## config.mk

```make
export PLATFORM = sky130hd
export DESIGN_NAME = seg7_monitor
export DESIGN_NICKNAME = d
export VERILOG_FILES = /design/src/rtl/seg7_pkg.sv /design/src/rtl/seg7_decode.sv /design/src/rtl/seg7_monitor.sv
export SDC_FILE = /design/constraint.sdc
export NUM_CORES = 1
export LEC_CHECK = 0
export BUFFER_PORTS_ARGS = -buffer_cell sky130_fd_sc_hd__buf_2
export CAP_MARGIN = 15
export CORE_MARGIN = 10
export CORE_UTILIZATION = 40
export DETAILED_ROUTE_END_ITERATION = 10
export MAX_ROUTING_LAYER = met4
export SETUP_SLACK_MARGIN = 0.15
export SLEW_MARGIN = 20
export SYNTH_ARGS = -nofsm -noshare
export SYNTH_HDL_FRONTEND = slang
export SYNTH_HIERARCHICAL = 1
export SYNTH_SLANG_ARGS = --single-unit
export TNS_END_PERCENT = 20
```

## constraint.sdc

```tcl
create_clock -name i_clk -period 4.7 [get_ports i_clk]
set_input_delay 0.47 -clock i_clk [delete_from_list [all_inputs] [get_ports i_clk]]
set_output_delay 0.47 -clock i_clk [all_outputs]
set_load 0.01 [all_outputs]
```

## src/rtl/seg7_pkg.sv

```systemverilog
//------------------------------------------------------------------------------
// Module      : seg7_pkg
// Description : Shared constants and types for the seven-segment monitor:
//               glyph patterns ({g,f,e,d,c,b,a}, active-high), digit width
//               and FSM state encoding.
// Revision    : 1.0 - initial release
//------------------------------------------------------------------------------
`timescale 1ns/1ps
`default_nettype none

package seg7_pkg;

    localparam int c_DIGIT_W = 4;
    localparam int c_SEG_W   = 7;
    localparam int c_CNT_W   = 8;

    // Decimal glyphs, bit order {g,f,e,d,c,b,a}
    localparam logic [c_SEG_W-1:0] c_GLYPH_0 = 7'h3F;
    localparam logic [c_SEG_W-1:0] c_GLYPH_1 = 7'h06;
    localparam logic [c_SEG_W-1:0] c_GLYPH_2 = 7'h5B;
    localparam logic [c_SEG_W-1:0] c_GLYPH_3 = 7'h4F;
    localparam logic [c_SEG_W-1:0] c_GLYPH_4 = 7'h66;
    localparam logic [c_SEG_W-1:0] c_GLYPH_5 = 7'h6D;
    localparam logic [c_SEG_W-1:0] c_GLYPH_6 = 7'h7D;
    localparam logic [c_SEG_W-1:0] c_GLYPH_7 = 7'h07;
    localparam logic [c_SEG_W-1:0] c_GLYPH_8 = 7'h7F;
    localparam logic [c_SEG_W-1:0] c_GLYPH_9 = 7'h6F;

    typedef enum logic [1:0] {
        ST_SYNC  = 2'd0,
        ST_TRACK = 2'd1,
        ST_FAULT = 2'd2
    } state_t;

endpackage : seg7_pkg

`default_nettype wire

```

## src/rtl/seg7_decode.sv

```systemverilog
//------------------------------------------------------------------------------
// Module      : seg7_decode
// Description : Combinational glyph lookup: seven-segment pattern to decimal
//               digit plus a legal flag. Non-decimal patterns report 0/illegal.
// Revision    : 1.0 - initial release
//------------------------------------------------------------------------------
`timescale 1ns/1ps
`default_nettype none

module seg7_decode
    import seg7_pkg::*;
(
    input  logic [c_SEG_W-1:0]   i_seg,
    output logic [c_DIGIT_W-1:0] o_digit,
    output logic                 o_legal
);

    // Table lookup; anything not in the table is flagged illegal
    always_comb begin
        o_digit = '0;
        o_legal = 1'b1;
        case (i_seg)
            c_GLYPH_0: o_digit = 4'd0;
            c_GLYPH_1: o_digit = 4'd1;
            c_GLYPH_2: o_digit = 4'd2;
            c_GLYPH_3: o_digit = 4'd3;
            c_GLYPH_4: o_digit = 4'd4;
            c_GLYPH_5: o_digit = 4'd5;
            c_GLYPH_6: o_digit = 4'd6;
            c_GLYPH_7: o_digit = 4'd7;
            c_GLYPH_8: o_digit = 4'd8;
            c_GLYPH_9: o_digit = 4'd9;
            default:   o_legal = 1'b0;
        endcase
    end

endmodule : seg7_decode

`default_nettype wire

```

## src/rtl/seg7_monitor.sv

```systemverilog
//------------------------------------------------------------------------------
// Module      : seg7_monitor
// Description : Watches a seven-segment display driven by a decimal counter.
//               Registers the pattern, decodes it, and tracks direction,
//               stalls, skipped digits and illegal glyphs. All outputs are
//               registered one cycle after the sample register.
// Revision    : 1.0 - initial release
//------------------------------------------------------------------------------
`timescale 1ns/1ps
`default_nettype none

module seg7_monitor
    import seg7_pkg::*;
#(
    parameter int STALL_LIMIT = 16
)
(
    input  logic                 i_clk,
    input  logic                 i_rst_n,
    input  logic [c_SEG_W-1:0]   i_seg,
    output logic [c_DIGIT_W-1:0] o_digit,
    output logic                 o_digit_valid,
    output logic                 o_dir_up,
    output logic                 o_dir_down,
    output logic                 o_paused,
    output logic                 o_illegal_err,
    output logic                 o_skip_err,
    output logic [c_CNT_W-1:0]   o_step_count
);

    localparam logic [c_CNT_W-1:0] c_STALL_MAX = c_CNT_W'(STALL_LIMIT);
    localparam logic [c_CNT_W-1:0] c_STEP_MAX  = '1;

    // Sample register; r_sample_vld keeps the reset value of r_sample from
    // being interpreted as an illegal glyph on the first edge after reset.
    logic [c_SEG_W-1:0]   r_sample;
    logic                 r_sample_vld;

    state_t               r_state;
    logic [c_DIGIT_W-1:0] r_digit;
    logic                 r_dir_up;
    logic                 r_dir_dn;
    logic                 r_paused;
    logic                 r_ill;
    logic                 r_skip;
    logic [c_CNT_W-1:0]   r_step;
    logic [c_CNT_W-1:0]   r_stall;

    state_t               w_state_nxt;
    logic [c_DIGIT_W-1:0] w_digit_nxt;
    logic                 w_dir_up_nxt;
    logic                 w_dir_dn_nxt;
    logic                 w_paused_nxt;
    logic                 w_ill_nxt;
    logic                 w_skip_nxt;
    logic [c_CNT_W-1:0]   w_step_nxt;
    logic [c_CNT_W-1:0]   w_stall_nxt;

    logic [c_DIGIT_W-1:0] w_dec_digit;
    logic                 w_dec_legal;
    logic [c_DIGIT_W-1:0] w_digit_plus;
    logic [c_DIGIT_W-1:0] w_digit_minus;
    logic [c_CNT_W-1:0]   w_stall_inc;
    logic [c_CNT_W-1:0]   w_step_inc;

    seg7_decode u_decode (
        .i_seg   (r_sample),
        .o_digit (w_dec_digit),
        .o_legal (w_dec_legal)
    );

    // Neighbours of the current digit (mod 10) and saturating increments
    assign w_digit_plus  = (r_digit == 4'd9) ? 4'd0 : r_digit + 4'd1;
    assign w_digit_minus = (r_digit == 4'd0) ? 4'd9 : r_digit - 4'd1;
    assign w_stall_inc   = (r_stall < c_STALL_MAX) ? r_stall + 8'd1 : r_stall;
    assign w_step_inc    = (r_step != c_STEP_MAX) ? r_step + 8'd1 : r_step;

    // Capture the raw segment pattern every cycle
    always_ff @(posedge i_clk or negedge i_rst_n) begin
        if (!i_rst_n) begin
            r_sample     <= '0;
            r_sample_vld <= 1'b0;
        end else begin
            r_sample     <= i_seg;
            r_sample_vld <= 1'b1;
        end
    end

    // FSM state and registered outputs
    always_ff @(posedge i_clk or negedge i_rst_n) begin
        if (!i_rst_n) begin
            r_state  <= ST_SYNC;
            r_digit  <= '0;
            r_dir_up <= 1'b0;
            r_dir_dn <= 1'b0;
            r_paused <= 1'b0;
            r_ill    <= 1'b0;
            r_skip   <= 1'b0;
            r_step   <= '0;
            r_stall  <= '0;
        end else begin
            r_state  <= w_state_nxt;
            r_digit  <= w_digit_nxt;
            r_dir_up <= w_dir_up_nxt;
            r_dir_dn <= w_dir_dn_nxt;
            r_paused <= w_paused_nxt;
            r_ill    <= w_ill_nxt;
            r_skip   <= w_skip_nxt;
            r_step   <= w_step_nxt;
            r_stall  <= w_stall_nxt;
        end
    end

    // Next-state and output decisions for the decoded sample
    always_comb begin
        w_state_nxt  = r_state;
        w_digit_nxt  = r_digit;
        w_dir_up_nxt = r_dir_up;
        w_dir_dn_nxt = r_dir_dn;
        w_paused_nxt = r_paused;
        w_ill_nxt    = 1'b0;
        w_skip_nxt   = 1'b0;
        w_step_nxt   = r_step;
        w_stall_nxt  = r_stall;

        if (r_sample_vld) begin
            if (!w_dec_legal) begin
                // Illegal glyph wins over everything; digit keeps last legal value
                w_ill_nxt    = 1'b1;
                w_state_nxt  = ST_FAULT;
                w_dir_up_nxt = 1'b0;
                w_dir_dn_nxt = 1'b0;
                w_paused_nxt = 1'b0;
                w_stall_nxt  = '0;
            end else begin
                case (r_state)
                    ST_SYNC, ST_FAULT: begin
                        // (Re)acquire: load digit without counting a step
                        w_digit_nxt  = w_dec_digit;
                        w_stall_nxt  = 8'd1;
                        w_dir_up_nxt = 1'b0;
                        w_dir_dn_nxt = 1'b0;
                        w_paused_nxt = 1'b0;
                        w_state_nxt  = ST_TRACK;
                    end
                    ST_TRACK: begin
                        if (w_dec_digit == r_digit) begin
                            w_stall_nxt  = w_stall_inc;
                            w_paused_nxt = (w_stall_inc == c_STALL_MAX);
                        end else if (w_dec_digit == w_digit_plus) begin
                            w_digit_nxt  = w_dec_digit;
                            w_dir_up_nxt = 1'b1;
                            w_dir_dn_nxt = 1'b0;
                            w_stall_nxt  = 8'd1;
                            w_paused_nxt = 1'b0;
                            w_step_nxt   = w_step_inc;
                        end else if (w_dec_digit == w_digit_minus) begin
                            w_digit_nxt  = w_dec_digit;
                            w_dir_up_nxt = 1'b0;
                            w_dir_dn_nxt = 1'b1;
                            w_stall_nxt  = 8'd1;
                            w_paused_nxt = 1'b0;
                            w_step_nxt   = w_step_inc;
                        end else begin
                            // Counter jumped: remember where it landed, then resync
                            w_skip_nxt   = 1'b1;
                            w_digit_nxt  = w_dec_digit;
                            w_dir_up_nxt = 1'b0;
                            w_dir_dn_nxt = 1'b0;
                            w_stall_nxt  = 8'd1;
                            w_paused_nxt = 1'b0;
                            w_state_nxt  = ST_FAULT;
                        end
                    end
                    default: begin
                        w_state_nxt = ST_SYNC;
                    end
                endcase
            end
        end
    end

    assign o_digit       = r_digit;
    assign o_digit_valid = (r_state == ST_TRACK);
    assign o_dir_up      = r_dir_up;
    assign o_dir_down    = r_dir_dn;
    assign o_paused      = r_paused;
    assign o_illegal_err = r_ill;
    assign o_skip_err    = r_skip;
    assign o_step_count  = r_step;

endmodule : seg7_monitor

`default_nettype wire

```

== Word level (Yosys, flattened, before mapping) ==
Cells that the tools add are included.
Word-level totals
  bits in registers: 35
  input port bits: 9
  output and inout port bits: 18
  word-level logic and storage cells: 89
Cells by class
  $add $sub $neg: 4
  magnitude comparators: 1
  eq/ne operators: 23
  multiplexer cells: 38
  bitwise logic cells: 1
  reductions and logical operators: 11
Operator list (number)
  7-bit equality test, second input constant: 7
  8-bit 2-to-1 mux: 6
  4-bit case mux with 9 select lines: 1
  1-bit 2-to-1 mux: 18
  8-bit by 1-bit adder with 8-bit output, second input constant: 2
  8-bit case mux with 2 select lines: 1
  7-bit by 3-bit equality test with 1-bit output, second input constant: 2
  4-bit equality test: 3
  4-bit 2-to-1 mux: 3
  10-bit OR reduction: 1
  3-bit != test, second input constant: 3
  8-bit by 5-bit equality test with 1-bit output, second input constant: 1
  8-bit by 5-bit less-than comparator with 1-bit output, second input constant: 1
  2-bit 2-to-1 mux: 4
  8-bit != test, second input constant: 1
  4-bit case mux with 2 select lines: 1
  4-bit AND reduction: 2
  7-bit by 6-bit equality test with 1-bit output, second input constant: 1
  1-bit case mux with 2 select lines: 3
  5-bit AND reduction: 1
  4-bit by 1-bit adder with 4-bit output, second input constant: 1
  4-bit equality test, second input constant: 1
  4-bit zero test: 1
  2-bit case mux with 2 select lines: 1
  other kinds (11): 12

== Longest topological paths before layout ==
Gate-level depths: netlist (run 1).
  word-level depth: 9
  mapped depth: 12
  gate-level depth less buffers: 10

== Modules after synthesis ==
Netlist (run 1), hierarchy kept.
Modules (own cells, without submodules)
  seg7_monitor: instances 1, cells each 161, area an instance 1717.9 sq um, sequential area each 875.8 sq um
  seg7_decode: instances 1, cells each 32, area an instance 201.4 sq um, sequential area each 0.0 sq um

== Worst setup path before layout (run 1) ==
Ideal clock, no wire load.
  path type: register to register
  start: register r_sample[5]
  end: register r_step[1] (netlist: o_step_count[1])
  setup time: 125 ps
  arrival: 2472 ps
  required time: 4575 ps
  path slack: 2103 ps
  stages on the path, launching flop included: 12
  path buffers: 2
  clock period less this slack: 2597 ps
  cells stage by stage: dfrtp_1 > buf_2 > or3b_1 > a21oi_1 > a21o_1 > buf_4 > xor2_1 > mux2_2 > nor2_1 > o21ai_0 > a21oi_4 > mux2_4
Between the ends
  word-level cells in the longest chain between the ends: 5
  elaborated cells on any way between the ends: 20
  classes of those cells: eq/ne: 13; mux: 3; bitwise: 1; reduce/logical: 3
Ends and longest elaborated chain
  from (decl): line seg7_monitor.sv:36  | logic [c_SEG_W-1:0] r_sample;
  from (signal assigned): line seg7_monitor.sv:84  | r_sample <= i_seg;
  7-bit equality test / 7-bit by 3-bit equality test with 1-bit output (equally long branches): line seg7_decode.sv:22  | case (i_seg)
  4-bit case mux with 9 select lines *: line seg7_decode.sv:22
  via w_dec_digit[1]: line seg7_monitor.sv:59  | logic [c_DIGIT_W-1:0] w_dec_digit;
  4-bit equality test, on equally long branches: line seg7_monitor.sv:150, seg7_monitor.sv:147, seg7_monitor.sv:157
  2-bit nonzero test (no source line) / 1-bit inverter (equally long branches)
  5-bit AND reduction (no source line)
  to (signal assigned): line seg7_monitor.sv:109  | r_step <= w_step_nxt;
  to (decl): line seg7_monitor.sv:46  | logic [c_CNT_W-1:0] r_step;
Mark *: on every way through the listed nets, which the timed path passes. The rest lies on a longest branch.
A chain may end at the register's enable or synchronous reset.

== Final worst setup path (run 1) ==
Same ends and word-level chain as after synthesis.

==> results of run 1 <==
power by group through the flow:
| stage | sequential (mW) | combinational [mW] | clock, mW |
|---|---|---|---|
| floorplan | 0.322 | 0.0475 | 0 |
| global placement | 0.329 | 0.0584 | 0 |
| detailed placement | 0.329 | 0.0583 | 0 |
| CTS | 0.323 | 0.0586 | 0.207 |
| global route | 0.325 | 0.0666 | 0.223 |
| finish | 0.324 | 0.0578 | 0.200 |
registers in the layout (all words and copies together) (netlist names):
| signal | flops |
|---|---|
| o_digit | 4 |
| o_dir_down | 1 |
| r_state | 2 |
| o_skip_err | 1 |
| o_illegal_err | 1 |
| o_paused | 1 |
| r_stall | 8 |
| r_sample | 7 |
| o_step_count | 8 |
| r_sample_vld | 1 |
| o_dir_up | 1 |
per-stage QoR:
stage	utilization (%)	worst slack, ns	hold slack [ns]	std cells
finish	45.6	1.85	0.260	272
floorplan	-	2.10	0.174	193
CTS	45.6	1.86	0.286	272
global route	45.6	1.57	0.281	272
global placement	44.0	1.97	0.463	266
detailed placement	44.0	1.87	0.468	266
cells in the final DEF (no fill, tap or decap), types with 3 or more instances in the layout:
cell type | Yosys | final
and3_2 | 3 | 3
nand3_1 | 6 | 6
xnor2_1 | 7 | 7
buf_2 | 1 | 26
a21oi_1 | 8 | 8
nand2b_1 | 3 | 3
o21ai_0 | 10 | 10
dfrtp_1 | 35 | 35
nor4_1 | 4 | 4
nor3_1 | 5 | 5
inv_1 | 4 | 4
xor2_1 | 7 | 7
clkbuf_8 | 0 | 5
and2_1 | 4 | 4
a31oi_1 | 4 | 4
nand2_1 | 20 | 20
o22ai_1 | 3 | 3
mux2_2 | 5 | 5
nand4_1 | 5 | 5
nor2_1 | 17 | 17
area by class of cell:
cell class / instances / area (um^2) / share of cell area, %
tap: 54 / 67.6 / 3.16
clock buffer: 5 / 68.8 / 3.22
sequential: 35 / 876 / 40.9
clock inverter: 1 / 7.51 / 0.351
multi-input combinational: 147 / 975 / 45.6
inverter: 4 / 15.0 / 0.702
timing repair buffer: 26 / 130 / 6.08
critical path, delay by kind of cell, from the launching register on:
family / cells / cell delay (ns)
mux: 2 / 0.53
flops: 1 / 0.49
compound gates: 4 / 0.96
xor+xnor: 1 / 0.32
simple gates: 2 / 0.44
cells by family after synthesis:
kind of cell / share of synthesized area, %
AOI/OAI and AO/OA: 12.5
xor gates and xnor gates: 8.08
adders and majority gates: 1.30
buffers and inverters: 3.58
DFF: 45.6
muxes: 3.72
other: 0.195
and+or+nand+nor: 25.0
worst paths after layout:
path | start | depth (start not counted) | end | slack [ns]
setup / recovery | r_sample[5]$_DFF_PN0_ | 9 | o_step_count[1]$_DFFE_PN0P_ | 1.85
hold / removal | i_rst_n | 1 | r_stall[1]$_DFFE_PN0P_ | 0.26
setup reg to reg | r_sample[5]$_DFF_PN0_ | 9 | o_step_count[1]$_DFFE_PN0P_ | 1.85
hold reg to reg | r_stall[5]$_DFFE_PN0P_ | 1 | r_stall[5]$_DFFE_PN0P_ | 0.48
max in group asynchronous | i_rst_n | 1 | r_sample[3]$_DFF_PN0_ | 3.95
min in group i_clk | i_seg[4] | 1 | r_sample[4]$_DFF_PN0_ | 0.29
routing by layer:
metal  track usage, %  part of all wire, %
met5                -                    0
met4             3.76                  1.4
met3             3.28                  4.3
met2             14.3                   42
met1             14.2                   52
==> results.md, run 1 <==
- Tot GR Track Use: 10.5%
- Tmin final: 2.85 ns
- Total power draw: 0.581 mW
- Worst slew pin tran: 0.768 ns
- Clock Sinks: 35
- Vias in the first global route: 1,375
- Max-cap violations: 0
- DR vias: 1,452
- CTS resizes: 0
- Final number of max-transition violations: 0
- Post-DP HPWL: 2.80 mm
- Yosys reg bits: 35
- CP arrival: 3.02 ns
- Initial antenna violation count: 0
- Max stage delay on crit path: 0.49 ns
- FMAX: between 300 and 400 MHz
- Hold-fix buffers, CTS: 0
- CP Data Required Time: 4.87 ns
- CP Cell Sequence: or3b_1 > a21oi_1 > a21o_1 > xor2_1 > mux2_2 > nor2_1 > o21ai_0 > a21oi_4 > mux2_4
- Peak supply drop: 0.193 mV
- Post-synth EDFFs: 0
- Final Instance Area: 2140 um^2
- Initial Util: 40.9%
- Worst skew pair latency: 0.28 ns
- Sw frac: 25.6%
- Ys async rst share: 100%
- Post-synthesis sequential area ratio: 45.6%
- Pwr/cell area: 272 nW/um^2
- DRT Wirelength: 3.83 mm
- Post-CTS setup buffer count: 0
- Detailed Routing Iterations Pass 1: 4
- CTS clk-pin slew, worst paths: 0.07 ns
- Largest net degree at the start of global routing: 36
- Area after DPL: 2060 um^2
- Antenna Violating Nets Remaining: 0
- P_leak: roughly 1 nW
- First-pass GRT wire length: about 6.4 mm
- Ranking of synthesized cells by area: dfrtp_1 46%, nand2_1 3.9%, nor2_1 3.3%
- Cell taking the most area after synthesis: dfrtp_1
- Post-synth top area share: 45.6%
- Yosys cell types: 52
- GPL Wtd Cong: 0.819
- Sequential share of power: roughly 56%
- Hold Path Class: input port to asynchronous set/reset pin
- Relative slew slack: between 40% and 50%
- Final setup viols: 0
- Top-count cell post-synth: dfrtp_1
- Die ar.: 7970 um^2
- Layout cell share with drive strength beyond 1: about a quarter
- Slowest cell on crit path: dfrtp_1
- Mapped cell area: 1920 um^2
- Comb pwr share: 9.9%
- Row count: 25
- Area Overhead vs Synth: 11.5%
- Fill cells: ~460
- # IOs: 27
- Synth cell count leaders: 35 x dfrtp_1, 20 x nand2_1, 17 x nor2_1
- WS Path Type: register to register
- Die X: 89.3 um
- H-tree levels: 2
- Mapped Cells: 193
- Ant. Diodes: 0
- DR vias/cell: 5.34
- Port-buffer cells: 26
- Sw Pwr: approximately 0.15 mW
- Post-route DRC: 0
- Clock skew: 0.00551 ns
- Die H: between 80 and 90 um
- CTS buffer count: 5
- Initial DRC Count: 121
- Top FF cell, synth: dfrtp_1
- Setup crit start kind: register
- Nets: 230
- Cell internal pwr: 0.432 mW
- Post-synthesis net count: between 200 and 250
- DR WL/cell: 14.1 um
- Count of final hold-check violations: 0
- Final period util: 60.7%
- Core Area: 4690 um^2
- Worst setup EP type: register
- Status: finished, final reports clean
- RSZ-0062 raised after global routing: false
- Clock power share: 34.4%
- Count of yosys warnings during synthesis: 6
- Root Driver: clkbuf_8
- CP max FO: 11
- Mean Syn Cell Area: approximately 9.9 um^2
- Sum of negative setup slack: 0 ns
- Clock Path Buffers: 2
- GR Overflow Total: 0
- TritonCTS clock tree: built
Power figures use the tool's default switching activity.
==> run 2: changes to the inputs <==
==> constraint.sdc (replaced) <==
create_clock -name i_clk -period 2.86 [get_ports i_clk]
set_input_delay 0.286 -clock i_clk [delete_from_list [all_inputs] [get_ports i_clk]]
set_output_delay 0.286 -clock i_clk [all_outputs]
set_load 0.01 [all_outputs]
==> run 2 against run 1 <==
Against the previous run: maximum frequency is 8.8% higher; cell count up 4.4%; die area unchanged; largest power group unchanged; critical endpoint unchanged; critical path depth grew 1; sequential cell count stayed put; core utilization is 3.5 points higher.
==> results.md, run 2 (synthesis results as in run 1) <==
- Initial DRC Count: 64
- Nets: 240
- Hold Slack: 0.0745 ns
- Final number of max-transition violations: 0
- DR WL/cell: 14.1 um
- Fill cells: 441
- CP Data Required Time: 3.03 ns
- Relative slew slack: around 49%
- Status: finished, final reports clean
- Clock skew: slightly above 0.006 ns
- DRT Wirelength: 4.01 mm
- Die X: 89.3 um
- # IOs: 27
- Tmin final: 2.62 ns
- Reg2reg path depth: 10
- DR vias/cell: 5.32
- Die ar.: 7970 um^2
- Row count: 25
- Worst slew pin tran: 0.761 ns
- Total power draw: 1.03 mW
- Detailed Routing Iterations Pass 1: 4
- Port-buffer cells: 26
- First-pass GRT wire length: between 6 and 7 mm
- FMAX: around 380 MHz
- WS Path Type: register to register
- TritonCTS clock tree: built
- Post-DP HPWL: 2.81 mm
- Max stage delay on crit path: 0.47 ns
- Post-route DRC: 0
- R2R Path Start: r_sample[5]$_DFF_PN0_
- Max-cap violations: 0
- Final setup viols: 0
- Area Overhead vs Synth: 19.9%
- Worst skew pair latency: 0.28 ns
- Placement Setup Slack: 0.108 ns
- Clock Path Buffers: 2
- CP max FO: 9
- Setup slack, reg-to-reg: 0.24 ns
- Vias in the first global route: 1,396
- Reg2Reg Capture Point: o_step_count[1]$_DFFE_PN0P_
- Count of final hold-check violations: 0
- Commonest non-fill, non-tap cell in the layout: dfrtp_1
- Register cell area after layout: 880 um^2
- GPL Wtd Cong: 0.858
- Hold Path Class: input port to asynchronous set/reset pin
- Setup crit start kind: register
- Peak supply drop: 0.327 mV
- CP Cell Sequence: or3b_1 > a21oi_2 > a21o_4 > xor2_4 > mux2_2 > nor2_1 > o21ai_0 > buf_4 > a21oi_4 > mux2_4
- Multi-input gate area: 1040 um^2
- Tot GR Track Use: a little over a tenth
- Antenna Violating Nets Remaining: 0
- CP arrival: 2.79 ns
- Core Area: 4690 um^2
- Layout cell share with drive strength beyond 1: 31.7%
- Most frequent cells in the layout: 32 x dfrtp_1, 26 x buf_2, 20 x nand2_1
- DR vias: 1,510
- Clock Sinks: 35
- CTS buffer count: 5
- Root Driver: clkbuf_8
- H-tree levels: 2
- Sum of negative setup slack: 0 ns
- Slowest cell on crit path: dfrtp_2
- RSZ-0062 raised after global routing: false
- Worst setup EP type: register
- CTS clk-pin slew, worst paths: around 0.070 ns
- GR Overflow Total: 0
- Final period util: 91.6%
- Finished Core Util: between 40% and 50%
- Initial antenna violation count: 0
- P_leak: 1.08 nW
- Setup WS post-layout: 0.241 ns
- Initial Util: between 40% and 50%
- Largest net degree at the start of global routing: 36
- Ant. Diodes: 0
- Die H: just under 90 um
- Pwr/cell area: between 400 and 500 nW/um^2
## run 2: changes by cell type in the layout (fill, tap and decap cells not counted), moves of 2 or more
cell      delta
clkbuf_8     +2
dfrtp_1      -3
nor4_2       +2
dfrtp_2      +3
nor4_1       -2
buf_4        +9
## run 2: how the worst max path moves through the flow
stage / cells past startpoint / slack, ns / from / to
4_1_cts: 10 / 0.09 / r_sample[5]$_DFF_PN0_ / o_step_count[1]$_DFFE_PN0P_
3_3_place_gp: 10 / 0.18 / r_sample[5]$_DFF_PN0_ / o_step_count[1]$_DFFE_PN0P_
3_5_place_dp: 11 / 0.11 / r_sample[5]$_DFF_PN0_ / r_state[0]$_DFFE_PN0P_
2_1_floorplan: 11 / 0.26 / r_sample[5]$_DFF_PN0_ / o_step_count[1]$_DFFE_PN0P_
6_report: 10 / 0.24 / r_sample[5]$_DFF_PN0_ / o_step_count[1]$_DFFE_PN0P_
5_1_grt: 11 / 0.08 / r_sample[5]$_DFF_PN0_ / o_step_count[4]$_DFFE_PN0P_
## run 2: stage by stage
stage	cells	cell area (um^2)
floorplan	193	1920
global placement	269	2090
detailed placement	269	2090
CTS	277	2190
global route	284	2300
finish	284	2300
## run 2: report_power, final
part	switching [mW]	internal, mW	leakage [nW]
combinational	0.0585	0.0504	0.568
sequential	0.0254	0.508	0.460
clock	0.172	0.220	0.0515
total	0.256	0.778	1.08
## run 2: area by class of cell
type	count	share of cell area, %
clock buffer	8	4.35
sequential	35	38.2
inverter	4	0.652
timing repair buffer	35	8.59
multi-input combinational	148	45.3
tap	54	2.93
## run 2: worst max-delay path: cells and delay by family (launching register included)
family	cells	cell delay, ns
AOI/OAI and AO/OA	4	0.71
xor gates and xnor gates	1	0.09
buffers and inverters	1	0.16
DFF	1	0.47
muxes	2	0.60
and+or+nand+nor	2	0.48
## run 2: routing by layer
metal,vias to the layer above,wire (um),GRT usage [%]
met3,5,198,3.10
met2,33,1830,16.0
met5,-,0,-
li1,756,-,-
met1,716,1930,12.8
met4,0,55,4.34
## run 2: what timing repair did
action	in CTS	in global routing
endpoints found under the setup margin	9	19
gates resized for setup	1	14
hold buffers	0	0
cloned	0	1
pin swaps	0	2
setup buffers	0	6
